$ cat src/rtl/mem_data_port.sv
`timescale 1ns/1ps
// mem_data_port
//   Byte/half/word load-store port between the pipeline and a synchronous
//   32-bit RAM (read data valid one cycle after RAM_RE). Handles lane
//   selection and rotation for stores, and extraction with sign/zero extension
//   for loads. Optionally splits misaligned accesses into two RAM beats.
//
//   Build option: define MEM_SPLIT_MISALIGNED_EN to compile in misaligned
//   splitting (states LD2/LD2R/ST2 and BUSY). Without it, BUSY is tied low
//   and every misaligned access returns ERR.
//   Parameter MISALIGN_ERR_ONLY=1 makes misaligned accesses ERR even when
//   splitting is compiled in.
//
// Ports
//   CLK, RST_N          clock (rising edge), asynchronous active-low reset
//   MEM_RDEN2/MEM_WE2   one-cycle load / store request strobes
//   MEM_ADDR2           byte address
//   MEM_DIN2            store data (right-justified)
//   MEM_SIZE            00 byte, 01 half, 10 word, 11 reserved
//   MEM_UNSIGNED        load zero-extend
//   MEM_DOUT2           load result (held between returns)
//   BUSY                second beat of a split access in progress
//   ERR                 one-cycle access fault pulse, cycle after request
//   RAM_*               word-addressed synchronous RAM interface
module mem_data_port #(
  parameter int MISALIGN_ERR_ONLY = 0
) (
  input  logic        CLK,
  input  logic        RST_N,
  input  logic        MEM_RDEN2,
  input  logic        MEM_WE2,
  input  logic [31:0] MEM_ADDR2,
  input  logic [31:0] MEM_DIN2,
  input  logic [1:0]  MEM_SIZE,
  input  logic        MEM_UNSIGNED,
  output logic [31:0] MEM_DOUT2,
  output logic        BUSY,
  output logic        ERR,
  output logic [29:0] RAM_ADDR,
  output logic [31:0] RAM_WDATA,
  output logic [3:0]  RAM_BE,
  output logic        RAM_WE,
  output logic        RAM_RE,
  input  logic [31:0] RAM_RDATA
);

`ifdef MEM_SPLIT_MISALIGNED_EN
  localparam logic SPLIT_BUILD = 1'b1;
  typedef enum logic [2:0] {IDLE, RESP, LD2, LD2R, ST2} state_t;
`else
  localparam logic SPLIT_BUILD = 1'b0;
  typedef enum logic [2:0] {IDLE, RESP} state_t;
`endif
  localparam logic SPLIT_OK = SPLIT_BUILD && (MISALIGN_ERR_ONLY == 0);

  state_t      state_reg;
  logic [1:0]  off_reg;
  logic [1:0]  size_reg;
  logic        uns_reg;
  logic [31:0] dout_reg;
  logic        err_reg;
`ifdef MEM_SPLIT_MISALIGNED_EN
  logic [29:0] addr2_reg;   // word address of the second beat
  logic [31:0] wdata_reg;   // rotated store data, reused for beat 2
  logic [3:0]  be2_reg;     // overflowed lanes for beat 2
  logic [31:0] lo_reg;      // first-beat read data of a split load
`endif

  // Shift the {high word, low word} pair right by the byte offset, then
  // extend according to size. Aligned loads pass zero as the high word.
  function automatic logic [31:0] extract(input logic [63:0] pair,
                                          input logic [1:0]  off_b,
                                          input logic [1:0]  size_b,
                                          input logic        uns_b);
    logic [31:0] sh_d;
    sh_d = 32'(pair >> {off_b, 3'b000});
    case (size_b)
      2'b00:   extract = {{24{~uns_b & sh_d[7]}}, sh_d[7:0]};
      2'b01:   extract = {{16{~uns_b & sh_d[15]}}, sh_d[15:0]};
      default: extract = sh_d;
    endcase
  endfunction

  logic [1:0]  off;
  logic [4:0]  sh;
  logic [2:0]  nbytes;
  logic [3:0]  be_base;
  logic [3:0]  be1;
  logic        misaligned;
  logic        accept_ok;
  logic        req;
  logic        bad;
  logic        go;
  logic [31:0] wdata_rot;
  logic [31:0] dout_c;

  assign off = MEM_ADDR2[1:0];
  assign sh  = {off, 3'b000};

  always_comb begin
    nbytes  = 3'd0;
    be_base = 4'b0000;
    case (MEM_SIZE)
      2'b00:   begin nbytes = 3'd1; be_base = 4'b0001; end
      2'b01:   begin nbytes = 3'd2; be_base = 4'b0011; end
      2'b10:   begin nbytes = 3'd4; be_base = 4'b1111; end
      default: begin nbytes = 3'd0; be_base = 4'b0000; end
    endcase
  end

  assign misaligned = ({1'b0, off} + nbytes) > 3'd4;
  assign accept_ok  = (state_reg == IDLE) || (state_reg == RESP);
  assign req        = accept_ok && (MEM_RDEN2 || MEM_WE2);
  assign bad        = (MEM_SIZE == 2'b11) || (MEM_RDEN2 && MEM_WE2) ||
                      (misaligned && !SPLIT_OK);
  assign go         = req && !bad;
  // Lanes that fit in the first word; anything shifted past lane 3 is dropped
  assign be1        = be_base << off;
  // Rotation (not shift) so the bytes that overflow land in the low lanes,
  // ready for the second beat of a split store
  assign wdata_rot  = (MEM_DIN2 << sh) | (MEM_DIN2 >> (6'd32 - {1'b0, sh}));

`ifdef MEM_SPLIT_MISALIGNED_EN
  logic [3:0] be2;
  assign be2 = be_base >> (3'd4 - {1'b0, off});
`endif

  // RAM strobes are combinational from the request so the read is issued in
  // the request cycle; gated by RST_N so nothing strobes while in reset.
  always_comb begin
    RAM_ADDR  = MEM_ADDR2[31:2];
    RAM_WDATA = wdata_rot;
    RAM_BE    = 4'b0000;
    RAM_WE    = 1'b0;
    RAM_RE    = 1'b0;
    if (RST_N) begin
      case (state_reg)
`ifdef MEM_SPLIT_MISALIGNED_EN
        LD2: begin
          RAM_ADDR = addr2_reg;
          RAM_RE   = 1'b1;
        end
        ST2: begin
          RAM_ADDR  = addr2_reg;
          RAM_WDATA = wdata_reg;
          RAM_BE    = be2_reg;
          RAM_WE    = 1'b1;
        end
`endif
        default: begin
          if (go) begin
            RAM_RE = MEM_RDEN2;
            RAM_WE = MEM_WE2;
            RAM_BE = MEM_WE2 ? be1 : 4'b0000;
          end
        end
      endcase
    end
  end

  // Load data is returned straight from RAM_RDATA in return cycles and held
  // in dout_reg otherwise.
  always_comb begin
    dout_c = dout_reg;
    case (state_reg)
      RESP: dout_c = extract({32'h0, RAM_RDATA}, off_reg, size_reg, uns_reg);
`ifdef MEM_SPLIT_MISALIGNED_EN
      LD2R: dout_c = extract({RAM_RDATA, lo_reg}, off_reg, size_reg, uns_reg);
`endif
      default: dout_c = dout_reg;
    endcase
  end

  always_ff @(posedge CLK or negedge RST_N) begin
    if (!RST_N) begin
      state_reg <= IDLE;
      off_reg   <= 2'd0;
      size_reg  <= 2'd0;
      uns_reg   <= 1'b0;
      dout_reg  <= 32'h0;
      err_reg   <= 1'b0;
`ifdef MEM_SPLIT_MISALIGNED_EN
      addr2_reg <= 30'd0;
      wdata_reg <= 32'h0;
      be2_reg   <= 4'b0000;
      lo_reg    <= 32'h0;
`endif
    end else begin
      err_reg  <= req && bad;
      dout_reg <= dout_c;
      case (state_reg)
`ifdef MEM_SPLIT_MISALIGNED_EN
        LD2: begin
          lo_reg    <= RAM_RDATA;
          state_reg <= LD2R;
        end
        LD2R, ST2: state_reg <= IDLE;
`endif
        default: begin
          if (go) begin
            off_reg  <= off;
            size_reg <= MEM_SIZE;
            uns_reg  <= MEM_UNSIGNED;
`ifdef MEM_SPLIT_MISALIGNED_EN
            addr2_reg <= MEM_ADDR2[31:2] + 30'd1;   // wraps at top of memory
            wdata_reg <= wdata_rot;
            be2_reg   <= be2;
`endif
          end
          if (go && MEM_RDEN2) state_reg <= RESP;
          else                 state_reg <= IDLE;
`ifdef MEM_SPLIT_MISALIGNED_EN
          if (go && misaligned) state_reg <= MEM_RDEN2 ? LD2 : ST2;
`endif
        end
      endcase
    end
  end

  assign ERR = err_reg;
`ifdef MEM_SPLIT_MISALIGNED_EN
  assign BUSY = (state_reg == LD2) || (state_reg == LD2R) || (state_reg == ST2);
`else
  assign BUSY = 1'b0;
`endif
  assign MEM_DOUT2 = dout_c;

endmodule

$ cat config.mk
export PLATFORM = sky130hd
export DESIGN_NAME = mem_data_port
export DESIGN_NICKNAME = d
export VERILOG_FILES = /design/src/rtl/mem_data_port.sv
export SDC_FILE = /design/constraint.sdc
export NUM_CORES = 1
export LEC_CHECK = 0
export ABC_AREA = 1
export BUFFER_PORTS_ARGS = -buffer_cell sky130_fd_sc_hd__buf_2
export CAP_MARGIN = 20
export CORE_AREA = 2 2 94 96
export CTS_CLUSTER_DIAMETER = 50
export CTS_CLUSTER_SIZE = 16
export DETAILED_ROUTE_END_ITERATION = 8
export DIE_AREA = 0 0 96 98
export GPL_TIMING_DRIVEN = 1
export PLACE_DENSITY_LB_ADDON = 0.1
export SLEW_MARGIN = 15
export SYNTH_ARGS = -nofsm -noshare
export SYNTH_HDL_FRONTEND = slang
export SYNTH_SLANG_ARGS = --single-unit
$ cat constraint.sdc
create_clock -name CLK -period 2.9 [get_ports CLK]
set_input_delay 0.435 -clock CLK [delete_from_list [all_inputs] [get_ports CLK]]
set_output_delay 0.435 -clock CLK [all_outputs]
set_load 0.05 [all_outputs]
==> reports/metrics.yaml <==
flow_run:
  cap_viol_max_count: 0
worst_setup_path:
  critical_path_arrival_ns: 2.35
  max_stage_delay_ns: 0.47
  cp_common_cell: "inv_1"
  crit_chain: "buf_2, inv_1, ha_1, ha_1, inv_1, fa_1, inv_1, o211ai_1, and2_1, nand2_1, nor2_1, clkbuf_4"
  cp-end-kind: "output port"
  cp_max_fo: 3
  crit_buf_inv: 5
  path_class: "in2out"
  crit_slowest_cell: "fa_1"
  startpoint_type: "primary input"
  crit_family: "adder cells"
  required_ns: 2.47
synthesis:
  netlist_instances: 597
  syn_area_mm2: 0.003790
  yosysMostFrequentCell: "nand2_1"
  synth.top_cell.area_share_pct: 25.75
  syn_nets: 707
  synth-seq-cells: 39
  synth.top_cells.by_count: "nand2_1 (250), nand3_1 (47), inv_1 (41), dfrtp_1 (39), buf_4 (34)"
  postSynthAreaPerCell_um2: 6.348
  synth.distinct_cells: 33
  seq_area_frac_synth_pct: 25.75
  synthTopCellsByArea: "dfrtp_1 (26%), nand2_1 (25%), buf_4 (6.7%)"
  synth_edf_count: 0
  yosys_warnings: 0
  ys_async_sr_fraction_pct: 100.0
  synth_largest_area_cell: "dfrtp_1"
  synth_ff_type: "dfrtp_1"
layout:
  drive_gt1_share_pct: 31.52
  n_antenna_cell: 0
  area_growth_pct: 17.66
  fillers: 857
  nets: 807
  largest_reg_flops: 32
  final-instance-count-excl-fill: 806
detailed_routing:
  dr_total_vias: 4078
  drt_iter0_markers: 139
  route.detailed.drc: 0
  avgViaCountPerCell: 5.060
  routedWlPerCell_um: 13.25
  ant_nets: 0
  first_pass_iters: 5
  routed_wl_mm: 10.68
sta:
  tightest_slew_ns: 0.5011
  skew_ns: 0.005552
  max_slew_margin_pct: 66.59
  max_clock_freq_ghz: 0.3591
  slew_violations: 0
  hold_viol: 0
  holdWs_ns: 0.2453
  finalCritPeriodShare_pct: 96.02
  setup_violations: 0
  period_needed_ns: 2.785
run_status:
  status: "finished clean"
placed_design:
  dp_cells: 797
  post-dp-hpwl_mm: 8.235
  io_buffers: 143
  gp_congestion: 0.8879
min_path:
  worst_hold_path_type: "in2async"
clock_network:
  cts.path.max_buffers: 2
  path_clk_slew_ns: 0.08
  cts_tree: "built"
  cts_root_buffer: "clkbuf_8"
  cts_sinks: 39
  cts_buffers: 5
  postCtsSetupBuffers: 0
  clk_latency_ns: 0.29
  cts_max_level: 2
die:
  start_util_pct: 44.77
  pin_count: 205
  rows: 34
  die_area_mm2: 0.009408
  die_x_um: 96
  fp.dieH_um: 98
  core_area_mm2: 0.008466
global_route:
  antenna_found_initial: 0
  grt-ovfl-total: 0
  grt_max_degree: 40
  grt.total_usage_pct: 22.45
  grt_pass1_wl_mm: 17.22
  first_global_vias: 3704
power_and_ir_drop:
  powerDensity_mw_per_mm2: 721.7
  leakagePower_nw: 2.507
  power_mw: 3.218
  peakVddDrop_v: 0.0002731
routing by layer:
metal  global-route usage [%]  part of all wire (%)  up-vias
met1                    29.01                    43     1814
li1                         -                     -     2074
met5                        0                     0        -
met2                    37.34                    46      177
met3                    5.478                   9.4       13
met4                    5.495                   1.2        0
worst paths after layout:
kind                                     end  depth (start not counted)  slack (ns)         start
min in group CLK                     uns_reg                          3        0.40  MEM_UNSIGNED
worst max register to register  dout_reg[22]                          7        1.29    off_reg[0]
worst min-delay path             dout_reg[8]                          2        0.25         RST_N
max in group asynchronous       dout_reg[26]                          2        2.29         RST_N
worst max-delay path               RAM_BE[3]                         12        0.12   MEM_SIZE[0]
worst min register to register   dout_reg[0]                          2        0.48   dout_reg[0]
stage by stage:
| step | setup WS, ns | utilization [%] | area [um2] | TNS [ns] |
|---|---|---|---|---|
| 2_1_floorplan | -0.07184 | - | 3845 | -0.6743 |
| 3_3_place_gp | 0.1543 | 51.30 | 4343 | 0 |
| 3_5_place_dp | 0.1036 | 51.30 | 4343 | 0 |
| 4_1_cts | 0.09517 | 52.53 | 4447 | 0 |
| 5_1_grt | -0.005567 | 52.68 | 4459 | -0.005567 |
| 6_report | 0.1153 | 52.68 | 4459 | 0 |
worst register-to-register path: cells and delay by family (launching register included):
| kind | cells | cell delay (ns) |
|---|---|---|
| simple gates | 5 | 0.78 |
| flops | 1 | 0.47 |
| buf+inv | 2 | 0.31 |
kinds of logic (layout without fill, tap and decap cells):
logic type,count (synthesis),after routing,synth area share (%)
and+or+nand+nor,372,372,43.05
buffers and inverters,111,212,16.57
AOI/OAI and AO/OA,67,67,12.02
DFF,39,39,25.75
adders and majority gates,7,7,2.509
other,1,1,0.09895
timing repair:
| action | in CTS | in global routing |
|---|---|---|
| hold buffers | 0 | 0 |
| resized for setup | 0 | 3 |
| endpoints found under the setup margin | 0 | 2 |
report_power, final:
| part | internal (mW) | switching (mW) | total [mW] | leakage (nW) |
|---|---|---|---|---|
| Clock | 0.217 | 0.197 | 0.414 | 0.0505 |
| Combinational | 0.516 | 1.50 | 2.02 | 2.00 |
| Sequential | 0.722 | 0.0651 | 0.787 | 0.459 |
| Total | 1.45 | 1.76 | 3.22 | 2.51 |
cell usage in the layout (no fill, tap or decap), drive strengths merged, types with 9 or more instances in the layout:
master    n
nor2     26
o21ai    17
or2      24
nand2   259
o211ai   16
o221ai   16
dfrtp    39
and2      9
buf     155
nand3    51
a21oi    10
inv      47
layout make-up:
class | count | area [um2] | area share (%)
clock buffers | 7 | 96.34 | 2.160
clock inverters | 1 | 7.507 | 0.1684
inverters | 48 | 185.2 | 4.153
multi-input cells | 447 | 2241 | 50.25
flip-flops and latches | 39 | 975.9 | 21.89
well taps | 108 | 135.1 | 3.030
repair buffers | 156 | 818.3 | 18.35
Note: power is estimated with default switching activity, not from simulation.
